**config.mk**
```make
export PLATFORM = sky130hd
export DESIGN_NAME = pipe_hazard_ctrl_flat
export DESIGN_NICKNAME = d
export VERILOG_FILES = /design/src/rtl/pipe_hazard_ctrl_if.sv /design/src/rtl/pipe_hazard_ctrl.sv /design/src/flat_wrapper.sv
export SDC_FILE = /design/constraint.sdc
export NUM_CORES = 1
export LEC_CHECK = 0
export BUFFER_PORTS_ARGS = -buffer_cell sky130_fd_sc_hd__clkbuf_2
export CAP_MARGIN = 25
export CORE_MARGIN = 4
export CORE_UTILIZATION = 47
export CTS_CLUSTER_DIAMETER = 100
export DETAILED_ROUTE_END_ITERATION = 12
export GPL_ROUTABILITY_DRIVEN = 0
export GPL_TIMING_DRIVEN = 0
export PLACE_DENSITY = 0.86
export SLEW_MARGIN = 10
export SYNTH_ARGS = -nofsm -noshare
export SYNTH_HDL_FRONTEND = slang
export SYNTH_SLANG_ARGS = --single-unit
```
**constraint.sdc**
```tcl
create_clock -name clk -period 3.6 [get_ports clk]
set_input_delay 0.9 -clock clk [delete_from_list [all_inputs] [get_ports clk]]
set_output_delay 0.9 -clock clk [all_outputs]
set_load 0.01 [all_outputs]
```
**src/rtl/pipe_hazard_ctrl_if.sv**
```systemverilog
// Hazard-controller bundle: ID/EX hazard information in, pipeline enables, flushes and perf counters out.
// The pipeline side drives through master; the hazard controller attaches as slave.
interface pipe_hazard_ctrl_if #(
  parameter int REG_AW  = 4,
  parameter int NUM_SRC = 2,
  parameter int CNT_W   = 16
);
  logic                      id_valid;
  logic [REG_AW*NUM_SRC-1:0] id_src;
  logic [NUM_SRC-1:0]        id_src_used;
  logic                      id_mc_op;
  logic                      ex_memRead;
  logic [REG_AW-1:0]         ex_rd;
  logic                      pcsrc1;
  logic                      pcsrc2;
  logic                      pc_write;
  logic                      if_id_write;
  logic                      IF_ID_Flush;
  logic                      ID_EX_Flush;
  logic                      ex_hold;
  logic                      mc_busy;
  logic [CNT_W-1:0]          stall_cnt;
  logic [CNT_W-1:0]          flush_cnt;

  modport master (
    output id_valid, id_src, id_src_used, id_mc_op, ex_memRead, ex_rd, pcsrc1, pcsrc2,
    input  pc_write, if_id_write, IF_ID_Flush, ID_EX_Flush, ex_hold, mc_busy, stall_cnt, flush_cnt
  );

  modport slave (
    input  id_valid, id_src, id_src_used, id_mc_op, ex_memRead, ex_rd, pcsrc1, pcsrc2,
    output pc_write, if_id_write, IF_ID_Flush, ID_EX_Flush, ex_hold, mc_busy, stall_cnt, flush_cnt
  );
endinterface

```
**src/rtl/pipe_hazard_ctrl.sv**
```systemverilog
// Pipeline hazard/flush controller: control hazards, load-use stalls and multi-cycle EX holds,
// with saturating stall/flush counters for performance debug.
module pipe_hazard_ctrl #(
  parameter int REG_AW  = 4,
  parameter int NUM_SRC = 2,
  parameter int MC_LAT  = 4,
  parameter int CNT_W   = 16
) (
  input  logic            clk,
  input  logic            rst_n,
  pipe_hazard_ctrl_if.slave hz
);

  localparam int               MC_W    = $clog2(MC_LAT + 1);
  localparam logic [MC_W-1:0]  MC_INIT = MC_W'(MC_LAT - 1);
  localparam logic [MC_W-1:0]  MC_ONE  = MC_W'(1);
  localparam logic [MC_W-1:0]  MC_ZERO = {MC_W{1'b0}};
  localparam logic             MC_EN   = (MC_LAT > 1);
  localparam logic [CNT_W-1:0] CNT_MAX = {CNT_W{1'b1}};

  localparam logic [0:0] ST_RUN     = 1'b0;
  localparam logic [0:0] ST_MC_BUSY = 1'b1;

  logic [0:0]       r_state;
  logic [MC_W-1:0]  r_mc_cnt;
  logic [CNT_W-1:0] r_stall_cnt;
  logic [CNT_W-1:0] r_flush_cnt;

  logic [0:0]       w_nxt_state;
  logic [MC_W-1:0]  w_nxt_mc_cnt;
  logic             w_src_hit;
  logic             w_load_use;
  logic             w_mc_start;
  logic             w_pc_write;
  logic             w_if_id_write;
  logic             w_if_id_flush;
  logic             w_id_ex_flush;
  logic             w_ex_hold;
  logic             w_mc_busy;

  // Load-use detection: only sources the ID instruction really reads can collide with a load.
  always_comb begin
    w_src_hit = 1'b0;
    for (int k = 0; k < NUM_SRC; k++) begin
      w_src_hit = w_src_hit |
                  (hz.id_src_used[k] & (hz.id_src[k*REG_AW +: REG_AW] == hz.ex_rd));
    end
    w_load_use = hz.id_valid & hz.ex_memRead & (hz.ex_rd != {REG_AW{1'b0}}) & w_src_hit;
  end

  // A taken EX branch kills the ID instruction, so it may not launch a multi-cycle op.
  assign w_mc_start = MC_EN & hz.id_valid & hz.id_mc_op & ~w_load_use & ~hz.pcsrc2;

  // Same-cycle pipeline controls, forced inactive while reset is held.
  always_comb begin
    w_pc_write    = 1'b0;
    w_if_id_write = 1'b0;
    w_if_id_flush = 1'b0;
    w_id_ex_flush = 1'b0;
    w_ex_hold     = 1'b0;
    w_mc_busy     = 1'b0;
    if (!rst_n) begin
      w_pc_write = 1'b0;
    end else begin
      case (r_state)
        ST_RUN: begin
          if (hz.pcsrc2) begin
            w_pc_write    = 1'b1;
            w_if_id_write = 1'b1;
            w_if_id_flush = 1'b1;
            w_id_ex_flush = 1'b1;
          end else if (hz.pcsrc1) begin
            w_pc_write    = 1'b1;
            w_if_id_write = 1'b1;
            w_if_id_flush = 1'b1;
          end else if (w_load_use) begin
            w_id_ex_flush = 1'b1;
          end else begin
            w_pc_write    = 1'b1;
            w_if_id_write = 1'b1;
          end
        end
        ST_MC_BUSY: begin
          // Branch/jump requests are ignored here: EX and ID are both frozen.
          w_ex_hold = 1'b1;
          w_mc_busy = 1'b1;
        end
        default: begin
          w_pc_write = 1'b0;
        end
      endcase
    end
  end

  // Next-state logic for the RUN / MC_BUSY sequencer and its occupancy down-counter.
  always_comb begin
    w_nxt_state  = ST_RUN;
    w_nxt_mc_cnt = MC_ZERO;
    case (r_state)
      ST_RUN: begin
        if (w_mc_start) begin
          w_nxt_state  = ST_MC_BUSY;
          w_nxt_mc_cnt = MC_INIT;
        end else begin
          w_nxt_state  = ST_RUN;
          w_nxt_mc_cnt = MC_ZERO;
        end
      end
      ST_MC_BUSY: begin
        if (r_mc_cnt == MC_ONE) begin
          w_nxt_state  = ST_RUN;
          w_nxt_mc_cnt = MC_ZERO;
        end else begin
          w_nxt_state  = ST_MC_BUSY;
          w_nxt_mc_cnt = r_mc_cnt - MC_ONE;
        end
      end
      default: begin
        w_nxt_state  = ST_RUN;
        w_nxt_mc_cnt = MC_ZERO;
      end
    endcase
  end

  // Sequencer state register.
  always_ff @(posedge clk or negedge rst_n) begin
    if (!rst_n) begin
      r_state  <= ST_RUN;
      r_mc_cnt <= MC_ZERO;
    end else begin
      r_state  <= w_nxt_state;
      r_mc_cnt <= w_nxt_mc_cnt;
    end
  end

  // Saturating performance counters; they hold at all-ones rather than wrap.
  always_ff @(posedge clk or negedge rst_n) begin
    if (!rst_n) begin
      r_stall_cnt <= {CNT_W{1'b0}};
      r_flush_cnt <= {CNT_W{1'b0}};
    end else begin
      if (!w_pc_write && (r_stall_cnt != CNT_MAX)) begin
        r_stall_cnt <= r_stall_cnt + {{(CNT_W-1){1'b0}}, 1'b1};
      end else begin
        r_stall_cnt <= r_stall_cnt;
      end
      if (w_if_id_flush && (r_flush_cnt != CNT_MAX)) begin
        r_flush_cnt <= r_flush_cnt + {{(CNT_W-1){1'b0}}, 1'b1};
      end else begin
        r_flush_cnt <= r_flush_cnt;
      end
    end
  end

  assign hz.pc_write    = w_pc_write;
  assign hz.if_id_write = w_if_id_write;
  assign hz.IF_ID_Flush = w_if_id_flush;
  assign hz.ID_EX_Flush = w_id_ex_flush;
  assign hz.ex_hold     = w_ex_hold;
  assign hz.mc_busy     = w_mc_busy;
  assign hz.stall_cnt   = r_stall_cnt;
  assign hz.flush_cnt   = r_flush_cnt;

endmodule

```
**src/flat_wrapper.sv**
```systemverilog
// flat-port wrapper written by rule: the top's interface ports become plain ports
module pipe_hazard_ctrl_flat 
#(
  parameter int REG_AW  = 4,
  parameter int NUM_SRC = 2,
  parameter int MC_LAT  = 4,
  parameter int CNT_W   = 16
)
  (clk, rst_n, hz_id_valid, hz_id_src, hz_id_src_used, hz_id_mc_op, hz_ex_memRead, hz_ex_rd, hz_pcsrc1, hz_pcsrc2, hz_pc_write, hz_if_id_write, hz_IF_ID_Flush, hz_ID_EX_Flush, hz_ex_hold, hz_mc_busy, hz_stall_cnt, hz_flush_cnt);
  pipe_hazard_ctrl_if #(.REG_AW(REG_AW), .NUM_SRC(NUM_SRC), .CNT_W(CNT_W)) hz_i ();
  input  logic clk;
  input  logic rst_n;
  input wire logic [$bits(hz_i.id_valid)-1:0] hz_id_valid;
  input wire logic [$bits(hz_i.id_src)-1:0] hz_id_src;
  input wire logic [$bits(hz_i.id_src_used)-1:0] hz_id_src_used;
  input wire logic [$bits(hz_i.id_mc_op)-1:0] hz_id_mc_op;
  input wire logic [$bits(hz_i.ex_memRead)-1:0] hz_ex_memRead;
  input wire logic [$bits(hz_i.ex_rd)-1:0] hz_ex_rd;
  input wire logic [$bits(hz_i.pcsrc1)-1:0] hz_pcsrc1;
  input wire logic [$bits(hz_i.pcsrc2)-1:0] hz_pcsrc2;
  output wire logic [$bits(hz_i.pc_write)-1:0] hz_pc_write;
  output wire logic [$bits(hz_i.if_id_write)-1:0] hz_if_id_write;
  output wire logic [$bits(hz_i.IF_ID_Flush)-1:0] hz_IF_ID_Flush;
  output wire logic [$bits(hz_i.ID_EX_Flush)-1:0] hz_ID_EX_Flush;
  output wire logic [$bits(hz_i.ex_hold)-1:0] hz_ex_hold;
  output wire logic [$bits(hz_i.mc_busy)-1:0] hz_mc_busy;
  output wire logic [$bits(hz_i.stall_cnt)-1:0] hz_stall_cnt;
  output wire logic [$bits(hz_i.flush_cnt)-1:0] hz_flush_cnt;
  assign hz_i.id_valid = hz_id_valid;
  assign hz_i.id_src = hz_id_src;
  assign hz_i.id_src_used = hz_id_src_used;
  assign hz_i.id_mc_op = hz_id_mc_op;
  assign hz_i.ex_memRead = hz_ex_memRead;
  assign hz_i.ex_rd = hz_ex_rd;
  assign hz_i.pcsrc1 = hz_pcsrc1;
  assign hz_i.pcsrc2 = hz_pcsrc2;
  assign hz_pc_write = hz_i.pc_write;
  assign hz_if_id_write = hz_i.if_id_write;
  assign hz_IF_ID_Flush = hz_i.IF_ID_Flush;
  assign hz_ID_EX_Flush = hz_i.ID_EX_Flush;
  assign hz_ex_hold = hz_i.ex_hold;
  assign hz_mc_busy = hz_i.mc_busy;
  assign hz_stall_cnt = hz_i.stall_cnt;
  assign hz_flush_cnt = hz_i.flush_cnt;
  pipe_hazard_ctrl #(.REG_AW(REG_AW), .NUM_SRC(NUM_SRC), .MC_LAT(MC_LAT), .CNT_W(CNT_W)) u_core (.clk(clk), .rst_n(rst_n), .hz(hz_i));
endmodule
```
==> results.ini, run 1 <==
[status]
status = finished clean

[clock_network]
cts_made_buffers = 5
cts-hold-fix-buffers = 0
cts_tree = done
clock-sinks = 36
cts_max_level = 2
path_clk_slew_ns = 0.07
cts_root_buffer = clkbuf_8
clk_latency_ns = 0.28
cts.path.max_buffers = 2

[timing]
clock.fmax_mhz = 303
worstMarginPinSlew_ns = 0.515
skew_ns = 0.00479
finalSetupViolations = 0
slew_headroom_pct = 65.7
rsz0062_at_grt = no
finalCritPeriodShare_pct = 91.8
finalHoldViolCount = 0
fin_crit_ns = 3.30
slew_violations = 0
finalWorstSetupSlack_ns = 0.295
hold_slack_ns = 0.494
final.setup.tns_ns = 0

[finish]
nFillCells = 365
finalCoreUtilization_pct = 59.6
multi_input_area_um2 = 970
syn2layout_area_growth_pct = 23.4
fin_cells = 304
fin_area_um2 = 2380
num_antenna_cells = 0
final_common_cell = clkbuf_2
ff_latch_area_um2 = 901
drive_gt1_share_pct = 31.1
final_cell_mix = 57 x clkbuf_2, 36 x dfrtp_1, 25 x xnor2_1, 15 x nand2_1, 13 x nand3_1
final_net_count = 279

[global_route]
grt_pass1_vias = 1589
grt_max_degree = 40
overflow = 0
grtUsageTotal_pct = 16.4
grt_pass1_wl_um = 6720
antenna_found_initial = 0

[worst_setup_path]
cp_max_fo = 39
required_ns = 2.70
end_kind = output pin
worstSetupPathType = input port to output pin
cp.arrival_ns = 2.40
start_kind = input port

[floorplan]
die-area_um2 = 5200
core_um2 = 4000
dieWidth_um = 72.1
rows = 23
initial_core_util_pct = 48.3
io_pins = 59
fp.dieH_um = 72.1

[route]
via_count = 1594
dr.max_layer_used = met4
drt_wl_total_um = 3930
via_per_inst = 5.24
wl_met1_um = 1760
routedWlPerCell_um = 12.9
wl_met2_um = 1870
remaining_drc_errors = 0
dr_wl_met3_um = 252
first_iter_violations = 44
drtAntennaViolNets = 0
firstDrtPassIters = 4

[synth]
synthCells = 189
syn_area_um2 = 1930
postSynthAreaPerCell_um2 = 10.2
ys_ff_latch = 36
ys_types = 33
yosysWarnings = 0
synth_seq_area_share_pct = 46.7
synth_nets = 214

[power]
p_leak_nw = 1.14
cellPowerDensity_nw_per_um2 = 547
ir_worst_vdd_uv = 311
design_power_total_mw = 1.30

[placed_design]
placed_area_um2 = 2280
dpl.hpwl_um = 3010
place_ws_ns = -0.126
dp_cells = 297
portBuffers = 58

[run]
drv_cap = 0

[min_path]
hold_class = flop to flop

[power by group]
group	internal [mW]	leakage, nW	switching, mW
clock network	0.170	0.0503	0.138
logic	0.189	0.612	0.214
registers	0.491	0.476	0.101
total	0.850	1.14	0.453
[critical path, cell delays in order]
cell,delay [ns]
clkbuf_4,0.43
nand2_1,0.32
clkbuf_1,0.29
nor2_1,0.19
buf_4,0.12
clkbuf_2,0.12
[sequential cells by signal, summed over array words and instances, names as in the netlist]
| register | flops |
|---|---|
| u_core.hz.stall_cnt | 16 |
| u_core.r_mc_cnt | 3 |
| u_core.hz.flush_cnt | 16 |
| u_core.r_state | 1 |
[path summary, 6_finish.rpt]
| check | startpoint | to | slack (ns) | cells past startpoint |
|---|---|---|---|---|
| max | rst_n | hz_pc_write | 0.30 | 6 |
| min | u_core.hz.flush_cnt[6] | u_core.hz.flush_cnt[6] | 0.49 | 1 |
| max reg2reg | u_core.hz.stall_cnt[0] | u_core.hz.stall_cnt[1] | 1.68 | 6 |
| min reg2reg | u_core.hz.flush_cnt[6] | u_core.hz.flush_cnt[6] | 0.49 | 1 |
| max in group asynchronous | rst_n | u_core.hz.flush_cnt[0] | 2.63 | 1 |
| min in group asynchronous | rst_n | u_core.hz.stall_cnt[14] | 0.61 | 1 |
[cell families (layout without fill, tap and decap cells)]
group	Yosys count	after routing	share of synthesized area, %
and+or+nand+nor	72	72	19.9
DFF	36	36	46.7
xor gates and xnor gates	34	34	15.4
AOI/OAI and AO/OA	26	26	9.27
buffers and inverters	12	77	3.11
muxes	5	5	3.05
adders and majority gates	4	4	2.59
[synthesized netlist by cell type (all sizes together)]
master   number  area share (%)
a21oi         6             1.9
and2          3            0.97
and3          8             2.7
buf           3             1.4
clkbuf        1            0.19
dfrtp        36              47
ha            4             2.6
inv           8             1.6
mux2          4             2.5
mux2i         1            0.52
nand2        15             2.9
nand2b        1            0.32
nand3        13             3.4
nand4         7             2.3
nor2         12             2.3
nor3          5             1.3
nor4          4             1.3
nor4b         1             1.2
o2111ai       6             2.7
o211ai        3             1.2
o21ai         9             2.5
o2bb2ai       1            0.45
o31a          1            0.45
or2           1            0.32
or3           1            0.32
or4           1            0.58
xnor2        25              11
xor2          9             4.1
[cell type report]
| type | instances | share of cell area [%] |
|---|---|---|
| multi-input combinational | 141 | 40.7 |
| sequential | 36 | 37.8 |
| clock buffer | 7 | 4.04 |
| inverter | 8 | 1.26 |
| tap | 50 | 2.63 |
| buffer | 4 | 1.26 |
| timing repair buffer | 58 | 12.3 |
[timing repair]
action	in CTS	in global routing
gates resized for setup	1	0
endpoints found under the setup margin	2	0
buffers inserted	0	0
[metal layers]
layer / vias to the layer above / global-route usage (%)
li1: 795 / -
met1: 738 / 19.5
met2: 55 / 28.0
met3: 6 / 4.85
met4: 0 / 5.64
met5: - / 0
(Power assumes the default switching activity.)
==> inputs of run 2 (changes only) <==
ABC_AREA = 0   (was default)
CORE_ASPECT_RATIO = 0.6   (was default)
==> run 2 against run 1 <==
Hold slack gained 0.0071 ns. Sequential share of layout area shrank 0.18 points. Clock skew grew 0.0021 ns.
==> results.ini, run 2 (synthesized netlist as in run 1, its figures left out) <==
[status]
status = finished clean

[timing]
slew_headroom_pct = 68.7
finalSetupViolations = 0
finalCritPeriodShare_pct = 93.1
fin_crit_ns = 3.35
finalWorstSetupSlack_ns = 0.249
rsz0062_at_grt = no
worstMarginPinSlew_ns = 0.470
finalHoldViolCount = 0
slew_violations = 0
clock.fmax_mhz = 298
skew_ns = 0.00686

[global_route]
grt_pass1_wl_um = 7360
grt_pass1_vias = 1523
antenna_found_initial = 0
grtUsageTotal_pct = 17.8
overflow = 0
grt_max_degree = 40

[placed_design]
portBuffers = 58
dpl.hpwl_um = 3170
placed_area_um2 = 2280
place_ws_ns = -0.214

[floorplan]
io_pins = 59
core_um2 = 3810
dieWidth_um = 90.7
die-area_um2 = 5230
fp.dieH_um = 57.6
rows = 17
initial_core_util_pct = 50.7

[min_path]
hold_class = flop to flop
min_from = u_core.hz.flush_cnt[11]

[power]
swShare_pct = 35.0
ir_worst_vdd_uv = 377
p_int_uw = 885
clkPwrFrac_pct = 26.1
cellPowerDensity_nw_per_um2 = 569
p_leak_nw = 1.14
power_frac_seq_pct = 43.5
power_frac_comb_pct = 30.4
p_switching_uw = 476

[clock_network]
cts_max_level = 2
clock-sinks = 36
clk_latency_ns = 0.29
cts.path.max_buffers = 2
cts_made_buffers = 5
path_clk_slew_ns = 0.08
cts-hold-fix-buffers = 0
cts_root_buffer = clkbuf_8
cts_tree = done

[route]
firstDrtPassIters = 4
via_count = 1606
via_per_inst = 5.32
drtAntennaViolNets = 0
routedWlPerCell_um = 14.0
first_iter_violations = 99
drt_wl_total_um = 4240
remaining_drc_errors = 0

[worst_setup_path]
crit_path_top_delay_cell = buf_4
worstSetupPathType = input port to output pin
start_kind = input port
crit_top_cell = buf_4
critPathBufInv = 4
end_kind = output pin
r2r-start = u_core.hz.stall_cnt[0]
critPathTopFamily = buffers and inverters
cp.arrival_ns = 2.45
crit_start = rst_n
cp_max_fo = 39
cp_slowest_stage_delay_ns = 0.39
worstPathCellList = buf_4 -> nand2_1 -> clkbuf_1 -> nor2_1 -> buf_4 -> clkbuf_2
required_ns = 2.70

[finish]
final_net_count = 279
num_antenna_cells = 0
final_cell_mix = 57 x clkbuf_2, 36 x dfrtp_1, 25 x xnor2_1, 15 x nand2_1, 13 x nand3_1
fin_area_um2 = 2390
syn2layout_area_growth_pct = 24.0
final_common_cell = clkbuf_2
drive_gt1_share_pct = 31.4

[run]
drv_cap = 0

-- run 2: worst paths after layout --
path | endpoint | cells past startpoint | slack (ns)
max | hz_pc_write | 6 | 0.25
min | u_core.hz.flush_cnt[11] | 1 | 0.50
max in group asynchronous | u_core.hz.stall_cnt[14] | 1 | 2.71
min in group asynchronous | u_core.hz.flush_cnt[12] | 1 | 0.55
max reg2reg | u_core.hz.stall_cnt[1] | 6 | 1.75
min reg2reg | u_core.hz.flush_cnt[11] | 1 | 0.50
-- run 2: metrics by stage --
stage               total power [mW]  utilization [%]  TNS (ns)  hold slack [ns]  instances
floorplan                      0.842                -         0            0.465        189
global placement               0.996             59.9    -0.294            0.475        294
detailed placement              1.01             59.9    -0.383            0.490        294
CTS                             1.37             62.9         0            0.505        302
global route                    1.46             62.9         0            0.516        302
finish                          1.36             62.9         0            0.501        302
-- run 2: cell type report --
| cell class | count | area [um2] |
|---|---|---|
| clock buffer | 5 | 68.8 |
| multi-input combinational | 141 | 970 |
| tap | 47 | 58.8 |
| sequential | 36 | 901 |
| fill | 323 | 1410 |
| buffer | 4 | 30.0 |
| inverter | 8 | 30.0 |
| timing repair buffer | 58 | 293 |
| clock inverter | 3 | 42.5 |
-- run 2: timing repair --
item                       in CTS  in global routing
setup endpoints to repair       3                  1
hold endpoints to repair        0                  0
setup buffers                   0                  0
resized for setup               1                  1
-- run 2: layer usage --
metal | track usage, % | routed length, um | vias to the layer above
met1 | 26.4 | 2170 | 754
met2 | 24.0 | 1770 | 48
li1 | - | - | 798
met3 | 5.84 | 251 | 6
met4 | 6.54 | 48 | 0
met5 | 0 | 0 | -
-- run 2: power groups by stage --
stage / logic, mW / clock network (mW) / registers (mW)
after global placement: 0.403 / 0 / 0.593
after CTS: 0.420 / 0.361 / 0.591
after detailed placement: 0.416 / 0 / 0.597
final: 0.414 / 0.355 / 0.592
after floorplan: 0.232 / 0 / 0.610
after global routing: 0.466 / 0.385 / 0.612
